$ cat src/rtl/axi_lite_cfg_master_pkg.sv
// Shared definitions for the AXI4-Lite configuration master: response codes,
// FSM state encodings and the synth register-map anchors.
package axi_lite_cfg_master_pkg;

   localparam logic [1:0] RESP_OKAY   = 2'b00;
   localparam logic [1:0] RESP_EXOKAY = 2'b01;
   localparam logic [1:0] RESP_SLVERR = 2'b10;
   localparam logic [1:0] RESP_DECERR = 2'b11;

   localparam logic [7:0] REG_CARRIER_BASE   = 8'h00;
   localparam logic [7:0] REG_MODULATOR_BASE = 8'h40;
   localparam logic [7:0] REG_ENV_VOLUME     = 8'h80;

   typedef enum logic [2:0] {
      ST_IDLE    = 3'd0,
      ST_WR_REQ  = 3'd1,
      ST_WR_RESP = 3'd2,
      ST_RD_REQ  = 3'd3,
      ST_RD_RESP = 3'd4,
      ST_RSP     = 3'd5
   } state_t;

endpackage

$ cat src/rtl/axi_lite_cfg_master.sv
// Single-outstanding AXI4-Lite initiator driven by one-word local commands.
// Define AXI_LITE_CFG_MASTER_TIMEOUT_EN to enable the per-state watchdog abort.
module axi_lite_cfg_master
   import axi_lite_cfg_master_pkg::*;
#(
   parameter int C_DATA_WIDTH     = 32,
   parameter int C_ADDR_WIDTH     = 8,
   parameter int C_TIMEOUT_CYCLES = 255
) (
   input  logic                      m_axi_aclk,
   input  logic                      m_axi_aresetn,
   input  logic                      cmd_valid,
   output logic                      cmd_ready,
   input  logic                      cmd_write,
   input  logic [C_ADDR_WIDTH-1:0]   cmd_addr,
   input  logic [C_DATA_WIDTH-1:0]   cmd_wdata,
   output logic                      rsp_valid,
   input  logic                      rsp_ready,
   output logic [C_DATA_WIDTH-1:0]   rsp_rdata,
   output logic [1:0]                rsp_resp,
   output logic                      rsp_timeout,
   output logic [C_ADDR_WIDTH-1:0]   m_axi_awaddr,
   output logic [2:0]                m_axi_awprot,
   output logic                      m_axi_awvalid,
   input  logic                      m_axi_awready,
   output logic [C_DATA_WIDTH-1:0]   m_axi_wdata,
   output logic [C_DATA_WIDTH/8-1:0] m_axi_wstrb,
   output logic                      m_axi_wvalid,
   input  logic                      m_axi_wready,
   input  logic [1:0]                m_axi_bresp,
   input  logic                      m_axi_bvalid,
   output logic                      m_axi_bready,
   output logic [C_ADDR_WIDTH-1:0]   m_axi_araddr,
   output logic [2:0]                m_axi_arprot,
   output logic                      m_axi_arvalid,
   input  logic                      m_axi_arready,
   input  logic [C_DATA_WIDTH-1:0]   m_axi_rdata,
   input  logic [1:0]                m_axi_rresp,
   input  logic                      m_axi_rvalid,
   output logic                      m_axi_rready
);

   localparam logic [C_ADDR_WIDTH-1:0] WORD_MASK = {{(C_ADDR_WIDTH-2){1'b1}}, 2'b00};

   state_t state_reg;

   assign m_axi_awprot = 3'b000;
   assign m_axi_arprot = 3'b000;
   assign m_axi_wstrb  = '1;

`ifdef AXI_LITE_CFG_MASTER_TIMEOUT_EN
   localparam int TW = $clog2(C_TIMEOUT_CYCLES + 1);

   state_t        last_state_reg;
   logic [TW-1:0] timer_reg;
   logic [TW-1:0] timer_cur;
   logic          wait_state;
   logic          abort;

   assign wait_state = (state_reg == ST_WR_REQ) || (state_reg == ST_WR_RESP) ||
                       (state_reg == ST_RD_REQ) || (state_reg == ST_RD_RESP);
   // A state change since the previous cycle means this is an entry cycle.
   assign timer_cur  = (state_reg != last_state_reg) ? '0 : timer_reg;
   assign abort      = wait_state && (timer_cur == TW'(C_TIMEOUT_CYCLES - 1));

   always_ff @(posedge m_axi_aclk or negedge m_axi_aresetn) begin
      if (!m_axi_aresetn) begin
         last_state_reg <= ST_IDLE;
         timer_reg      <= '0;
      end else begin
         last_state_reg <= state_reg;
         timer_reg      <= wait_state ? timer_cur + 1'b1 : '0;
      end
   end
`else
   logic unused_timeout_cfg;
   assign unused_timeout_cfg = ^C_TIMEOUT_CYCLES;
   assign rsp_timeout        = 1'b0;
`endif

   always_ff @(posedge m_axi_aclk or negedge m_axi_aresetn) begin
      if (!m_axi_aresetn) begin
         state_reg     <= ST_IDLE;
         cmd_ready     <= 1'b0;
         m_axi_awaddr  <= '0;
         m_axi_awvalid <= 1'b0;
         m_axi_wdata   <= '0;
         m_axi_wvalid  <= 1'b0;
         m_axi_bready  <= 1'b0;
         m_axi_araddr  <= '0;
         m_axi_arvalid <= 1'b0;
         m_axi_rready  <= 1'b0;
         rsp_valid     <= 1'b0;
         rsp_rdata     <= '0;
         rsp_resp      <= RESP_OKAY;
`ifdef AXI_LITE_CFG_MASTER_TIMEOUT_EN
         rsp_timeout   <= 1'b0;
`endif
      end else begin
`ifdef AXI_LITE_CFG_MASTER_TIMEOUT_EN
         if (abort) begin
            m_axi_awvalid <= 1'b0;
            m_axi_wvalid  <= 1'b0;
            m_axi_bready  <= 1'b0;
            m_axi_arvalid <= 1'b0;
            m_axi_rready  <= 1'b0;
            rsp_resp      <= RESP_SLVERR;
            rsp_timeout   <= 1'b1;
            rsp_rdata     <= '0;
            rsp_valid     <= 1'b1;
            state_reg     <= ST_RSP;
         end else
`endif
         begin
            case (state_reg)
               ST_IDLE: begin
                  if (cmd_valid && cmd_ready) begin
                     cmd_ready <= 1'b0;
`ifdef AXI_LITE_CFG_MASTER_TIMEOUT_EN
                     rsp_timeout <= 1'b0;
`endif
                     if (cmd_write) begin
                        m_axi_awaddr  <= cmd_addr & WORD_MASK;
                        m_axi_wdata   <= cmd_wdata;
                        m_axi_awvalid <= 1'b1;
                        m_axi_wvalid  <= 1'b1;
                        state_reg     <= ST_WR_REQ;
                     end else begin
                        m_axi_araddr  <= cmd_addr & WORD_MASK;
                        m_axi_arvalid <= 1'b1;
                        state_reg     <= ST_RD_REQ;
                     end
                  end else begin
                     cmd_ready <= 1'b1;
                  end
               end
               ST_WR_REQ: begin
                  // AW and W retire independently; a dropped valid marks that channel done.
                  if (m_axi_awvalid && m_axi_awready) m_axi_awvalid <= 1'b0;
                  if (m_axi_wvalid && m_axi_wready)   m_axi_wvalid  <= 1'b0;
                  if ((!m_axi_awvalid || m_axi_awready) && (!m_axi_wvalid || m_axi_wready)) begin
                     m_axi_bready <= 1'b1;
                     state_reg    <= ST_WR_RESP;
                  end
               end
               ST_WR_RESP: begin
                  if (m_axi_bvalid && m_axi_bready) begin
                     rsp_resp     <= m_axi_bresp;
                     rsp_rdata    <= '0;
                     m_axi_bready <= 1'b0;
                     rsp_valid    <= 1'b1;
                     state_reg    <= ST_RSP;
                  end
               end
               ST_RD_REQ: begin
                  if (m_axi_arready) begin
                     m_axi_arvalid <= 1'b0;
                     m_axi_rready  <= 1'b1;
                     state_reg     <= ST_RD_RESP;
                  end
               end
               ST_RD_RESP: begin
                  if (m_axi_rvalid && m_axi_rready) begin
                     rsp_rdata    <= m_axi_rdata;
                     rsp_resp     <= m_axi_rresp;
                     m_axi_rready <= 1'b0;
                     rsp_valid    <= 1'b1;
                     state_reg    <= ST_RSP;
                  end
               end
               ST_RSP: begin
                  if (rsp_ready) begin
                     rsp_valid <= 1'b0;
                     state_reg <= ST_IDLE;
                  end
               end
               default: state_reg <= ST_IDLE;
            endcase
         end
      end
   end

endmodule

$ cat config.mk
export PLATFORM = sky130hd
export DESIGN_NAME = axi_lite_cfg_master
export DESIGN_NICKNAME = d
export VERILOG_FILES = /design/src/rtl/axi_lite_cfg_master_pkg.sv /design/src/rtl/axi_lite_cfg_master.sv
export SDC_FILE = /design/constraint.sdc
export NUM_CORES = 1
export LEC_CHECK = 0
export ABC_AREA = 1
export BUFFER_PORTS_ARGS = -buffer_cell sky130_fd_sc_hd__buf_2
export CAP_MARGIN = 5
export CORE_ASPECT_RATIO = 0.5
export CORE_MARGIN = 3
export CORE_UTILIZATION = 50
export CTS_CLUSTER_DIAMETER = 30
export DETAILED_ROUTE_END_ITERATION = 12
export PLACE_DENSITY = 0.87
export SLEW_MARGIN = 20
export SYNTH_ARGS = -nofsm -noshare
export SYNTH_HDL_FRONTEND = slang
export SYNTH_SLANG_ARGS = --single-unit
$ cat constraint.sdc
create_clock -name m_axi_aclk -period 2.7 [get_ports m_axi_aclk]
set_input_delay 0.81 -clock m_axi_aclk [delete_from_list [all_inputs] [get_ports m_axi_aclk]]
set_output_delay 0.81 -clock m_axi_aclk [all_outputs]
set_load 0.005 [all_outputs]
# --- Word-level counts from Yosys, hierarchy flattened ---
# Cells that the tools add are included.
word_totals:
  word_cells: 91
  ff_bits: 88
  input_bits: 86
op_classes:
  mux: 35
  n_bitwise: 1
  eq_ne: 15
  n_reduce_logical: 27
ops:
  columns: ["operator", "count"]
  rows:
  - ["$mux 32", 2]
  - ["$pmux 32 s2", 1]
  - ["$ne 2x2->1 const B", 10]
  - ["$mux 3", 6]
  - ["$pmux 3 s6", 1]
  - ["$reduce_and 4->1", 4]
  - ["$mux 1", 15]
  - ["$reduce_and 3->1", 5]
  - ["$pmux 1 s2", 5]
  - ["$reduce_bool 2->1", 5]
  - ["$eq 3x2->1 const B", 2]
  - ["$eq 3x3->1 const B", 2]
  - ["$logic_and 1x1->1", 6]
  - ["$mux 2", 3]
  - ["$reduce_and 6->1", 1]
  - ["$pmux 2 s2", 1]
  - ["$eq 3x1->1 const B", 1]
  - ["$logic_not 3->1", 1]
  - ["$pmux 1 s3", 1]
  - ["$reduce_bool 3->1", 1]
  - ["$logic_not 1->1", 2]
  - ["$logic_or 1x1->1", 2]
  - ["$not 1->1", 1]

# --- Longest topological paths before layout ---
depth:
  ltp_word: 5
  ltp_mapped: 10

# --- Worst setup path before layout ---
# Ideal clock, no wire load.
synth_timing:
  kind: "input port to flip-flop"
  start: "input port cmd_valid"
  end: "register m_axi_wdata[0]"
  slack_ps: 1138
  t_arrival_ps: 1445
  required_ps: 2584
  path_stages: 7
  path_cell_list: "nand2_1 -> nor2_1 -> nand2_2 -> buf_6 -> buf_6 -> nand2_1 -> nand2_1"
synth_between:
  elab_chain_len: 2
synth_lines:
  columns: ["element", "line", "source"]
  rows:
  - ["from (decl)", "axi_lite_cfg_master.sv:12", "input logic cmd_valid,"]
  - ["$logic_and 1x1->1", "axi_lite_cfg_master.sv:117", "if (cmd_valid && cmd_ready) begin"]
  - ["$reduce_and 3->1 (no source line)", null, null]
  - ["to (signal assigned)", "axi_lite_cfg_master.sv:124", "m_axi_wdata <= cmd_wdata;"]
  - ["to (decl)", "axi_lite_cfg_master.sv:26", "output logic [C_DATA_WIDTH-1:0] m_axi_wdata,"]
# No other way between the ends.
# A chain may end at the register's enable or synchronous reset.

# --- Worst setup path after layout ---
layout_timing:
  start: "register state_reg[1]"
  end: "register rsp_rdata[14]"
layout_between:
  elab_chain_len: 3
  word_cells_on_any_way: 7
  classes_between: "4 x eq/ne; 1 x mux; 2 x reduce/logical"
layout_lines:
  columns: ["element", "line", "source"]
  rows:
  - ["from (decl)", "axi_lite_cfg_master.sv:45", "state_t state_reg;"]
  - ["from (signal assigned)", "axi_lite_cfg_master.sv:83", "state_reg <= ST_IDLE;"]
  - ["from (signal assigned)", "axi_lite_cfg_master.sv:127", "state_reg <= ST_WR_REQ;"]
  - ["from (signal assigned)", "axi_lite_cfg_master.sv:131", "state_reg <= ST_RD_REQ;"]
  - ["$eq 3x3->1 or $eq 3x2->1 (tied branches)", "axi_lite_cfg_master.sv:115", "case (state_reg)"]
  - ["$ne 2x2->1 (no source line) or $reduce_bool 2->1 (tied branches)", null, null]
  - ["$reduce_and 3->1 (no source line)", null, null]
  - ["to (signal assigned)", "axi_lite_cfg_master.sv:164", "rsp_rdata <= m_axi_rdata;"]
  - ["to (decl)", "axi_lite_cfg_master.sv:19", "output logic [C_DATA_WIDTH-1:0] rsp_rdata,"]
# Parallel ways exist; a longest one is shown, timed or not.

==> metrics.txt <==
run status=finished, final reports clean; total global routing overflow=0; TritonRoute pass-1 iters=5; M1 GR Usage=22.79%; skew final=5.623 ps; YS warnings=0; clk_lat worst skew=330 ps; area occupied by registers=0.002202 mm2; Slowest-stage cell, CP=clkinv_1; Ant. Diodes=0; clock network power share=45.5%; setup_tns=0 ps; CP required=2900 ps; DIE AREA=slightly below 0.009 mm2; final setup vio count=0; Routed WL per cell=12.60 um; Routed Antenna Nets=0; Ports=about 190; Final nets=between 600 and 700; Hold/Removal Path Class=in -> async; fraction of layout cells with a size suffix above 1=a little under two fifths; crit-path max FO=34; Initial Utilization=52.29%; combinational family with the most area after synthesis=simple AND/OR/NAND/NOR gates; Syn Inst Count=441; Worst slew margin=37.37%; peak supply drop=approximately 330 uV; Reg power frac=50.6%; Pwr per Cell Area=~520 mW/mm2; R2R Setup Slk=700 ps; Post-Synth XOR/XNOR Area=0%; initial DRC count=between 100 and 150; global-route usage over all layers=19.43%; fill count=around 600; cell family with most CP delay=buffers and inverters; critical path data arrival time=2200 ps; Synth Area in Compound Gates=8.435%; pin count of the biggest net entering global routing=43; via count=3321; Worst Setup End Kind=register; commonest non-fill, non-tap cell in the layout=nand2_1; delay of the slowest critical-path stage=730 ps; number of max-cap violations=0; Syn Area/Cell=8.812 um2; synthesized area=0.003886 mm2; die height=68.34 um; Cell Int Power=2047 uW; Fin. Hold Viols=0; start of the worst register-to-register path=state_reg[1]$_DFFE_PN0P_; hold_buf cts=0; met3 usage=5.924%; Layout Area Growth over Synthesis=28.11%; crit path kind=reg -> reg; Final period util=74.16%; commonest cells after routing, fill and taps aside=213 x nand2_1, 167 x buf_2, 88 x dfrtp_1; actual slew at the worst max-slew pin=slightly above 900 ps; WL final=around 8900 um; Synth Area in Simple Gates=between 20% and 30%; DRC viols=0; crit path buf inv count=1; Tmin final=about 2000 ps; Net Sw Frac=21.50%; TritonCTS clock tree=done; combinational power share=3.9%; met2 Track Usage GR=34.26%; Sw Pwr=about 560 uW; DP Wirelength=6569 um; FP Rows=22; Post-CTS Setup Bufs=0; critical-path cell list=nor2_4 > nand2_4 > clkinv_1 > nand2_1 > o21ai_0; Die W=130.7 um; final instance area=0.004979 mm2; cells on worst reg2reg path=5; buffers added on ports=168; vias in the first global route=2912; first-pass GRT wire length=13410 um; Reg clk slew, reported paths=approximately 60 ps; GRT busiest layer=met2; CTS Buf Count=9; P_leak=0.002971 uW; H-tree depth=3; synth unique cells=26; max frequency=about 0.5 GHz; adder-cell share of the synthesized area=0%; initial antenna violation count=0; dpl cell area=0.004687 mm2; Core Area=0.007432 mm2; Multi-input gate area=around 0.0014 mm2; register area share after synthesis=about 57%; Resized cells post-CTS=0; type of origin of the critical path=register; final slew viol count=0; Via density=4.717; worst flop-to-flop path endpoint=rsp_rdata[14]$_DFFE_PN0P_; Root Driver=clkbuf_16; RSZ-0062 raised after global routing=false; mux contribution to synthesized area=0%; largest registers=m_axi_wdata: 32 flops, rsp_rdata: 32 flops; deepest clock path buffer count=2; TritonCTS Sinks=88; Synth Register Bits=slightly below 90; routability cong.=0.8721
through the flow:
stage	setup slack [ps]	utilization (%)	hold WS [ps]	std cells	total power, uW
CTS	638.4	66.99	459.7	704	2647
floorplan	1138	-	471.9	454	1371
finish	697.6	66.99	460.7	704	2608
global route	470.2	66.99	482.3	704	2707
global placement	694.7	63.06	457.5	688	1445
detailed placement	634.3	63.06	459.5	688	1447
area by class of cell:
type	instances	area share (%)
clock inverters	5	0.7791
repair buffers	174	18.35
multi-input cells	309	27.57
well taps	96	2.413
inverters	21	1.583
clock buffers	11	5.077
flip-flops and latches	88	44.23
Yosys cell counts (all sizes together):
cell / instances / share of area [%]
clkinv: 1 / 0.096
nor2: 7 / 0.93
conb: 2 / 0.19
nand3: 10 / 1.9
nand2: 222 / 22
clkbuf: 1 / 0.096
o21ai: 50 / 8.0
inv: 20 / 1.9
nand4: 2 / 0.48
dfrtp: 88 / 57
buf: 35 / 7.1
a21oi: 2 / 0.26
a21boi: 1 / 0.19
how the worst max path moves through the flow:
stage | start | slack, ps | depth (start not counted) | endpoint
after floorplan | cmd_valid | 1140 | 7 | m_axi_wdata[0]$_DFFE_PN0P_
after global placement | m_axi_rvalid | 690 | 7 | rsp_rdata[14]$_DFFE_PN0P_
after detailed placement | state_reg[1]$_DFFE_PN0P_ | 630 | 5 | rsp_rdata[14]$_DFFE_PN0P_
after CTS | state_reg[1]$_DFFE_PN0P_ | 640 | 5 | rsp_rdata[14]$_DFFE_PN0P_
after global routing | state_reg[1]$_DFFE_PN0P_ | 470 | 7 | rsp_resp[1]$_DFFE_PN0P_
final | state_reg[1]$_DFFE_PN0P_ | 700 | 5 | rsp_rdata[14]$_DFFE_PN0P_
routing by layer:
| layer | vias to the layer above | part of all wire, % |
|---|---|---|
| met2 | 119 | 51 |
| met1 | 1525 | 41 |
| met4 | 0 | 1.8 |
| met3 | 14 | 6.5 |
| li1 | 1663 | - |
| met5 | - | 0 |
cell families after synthesis:
family,after synthesis
AND/OR/NAND/NOR,241
AO/OA/AOI/OAI,53
buffers and inverters,57
other,2
flip-flops,88
power groups by stage:
stage	Combinational [uW]	Clock, uW	Sequential (uW)
3_3_place_gp	102	0	1340
3_5_place_dp	104	0	1340
5_1_grt	118	1270	1320
2_1_floorplan	27.6	0	1340
4_1_cts	104	1220	1320
6_report	103	1190	1320
Power figures use the tool's default switching activity.
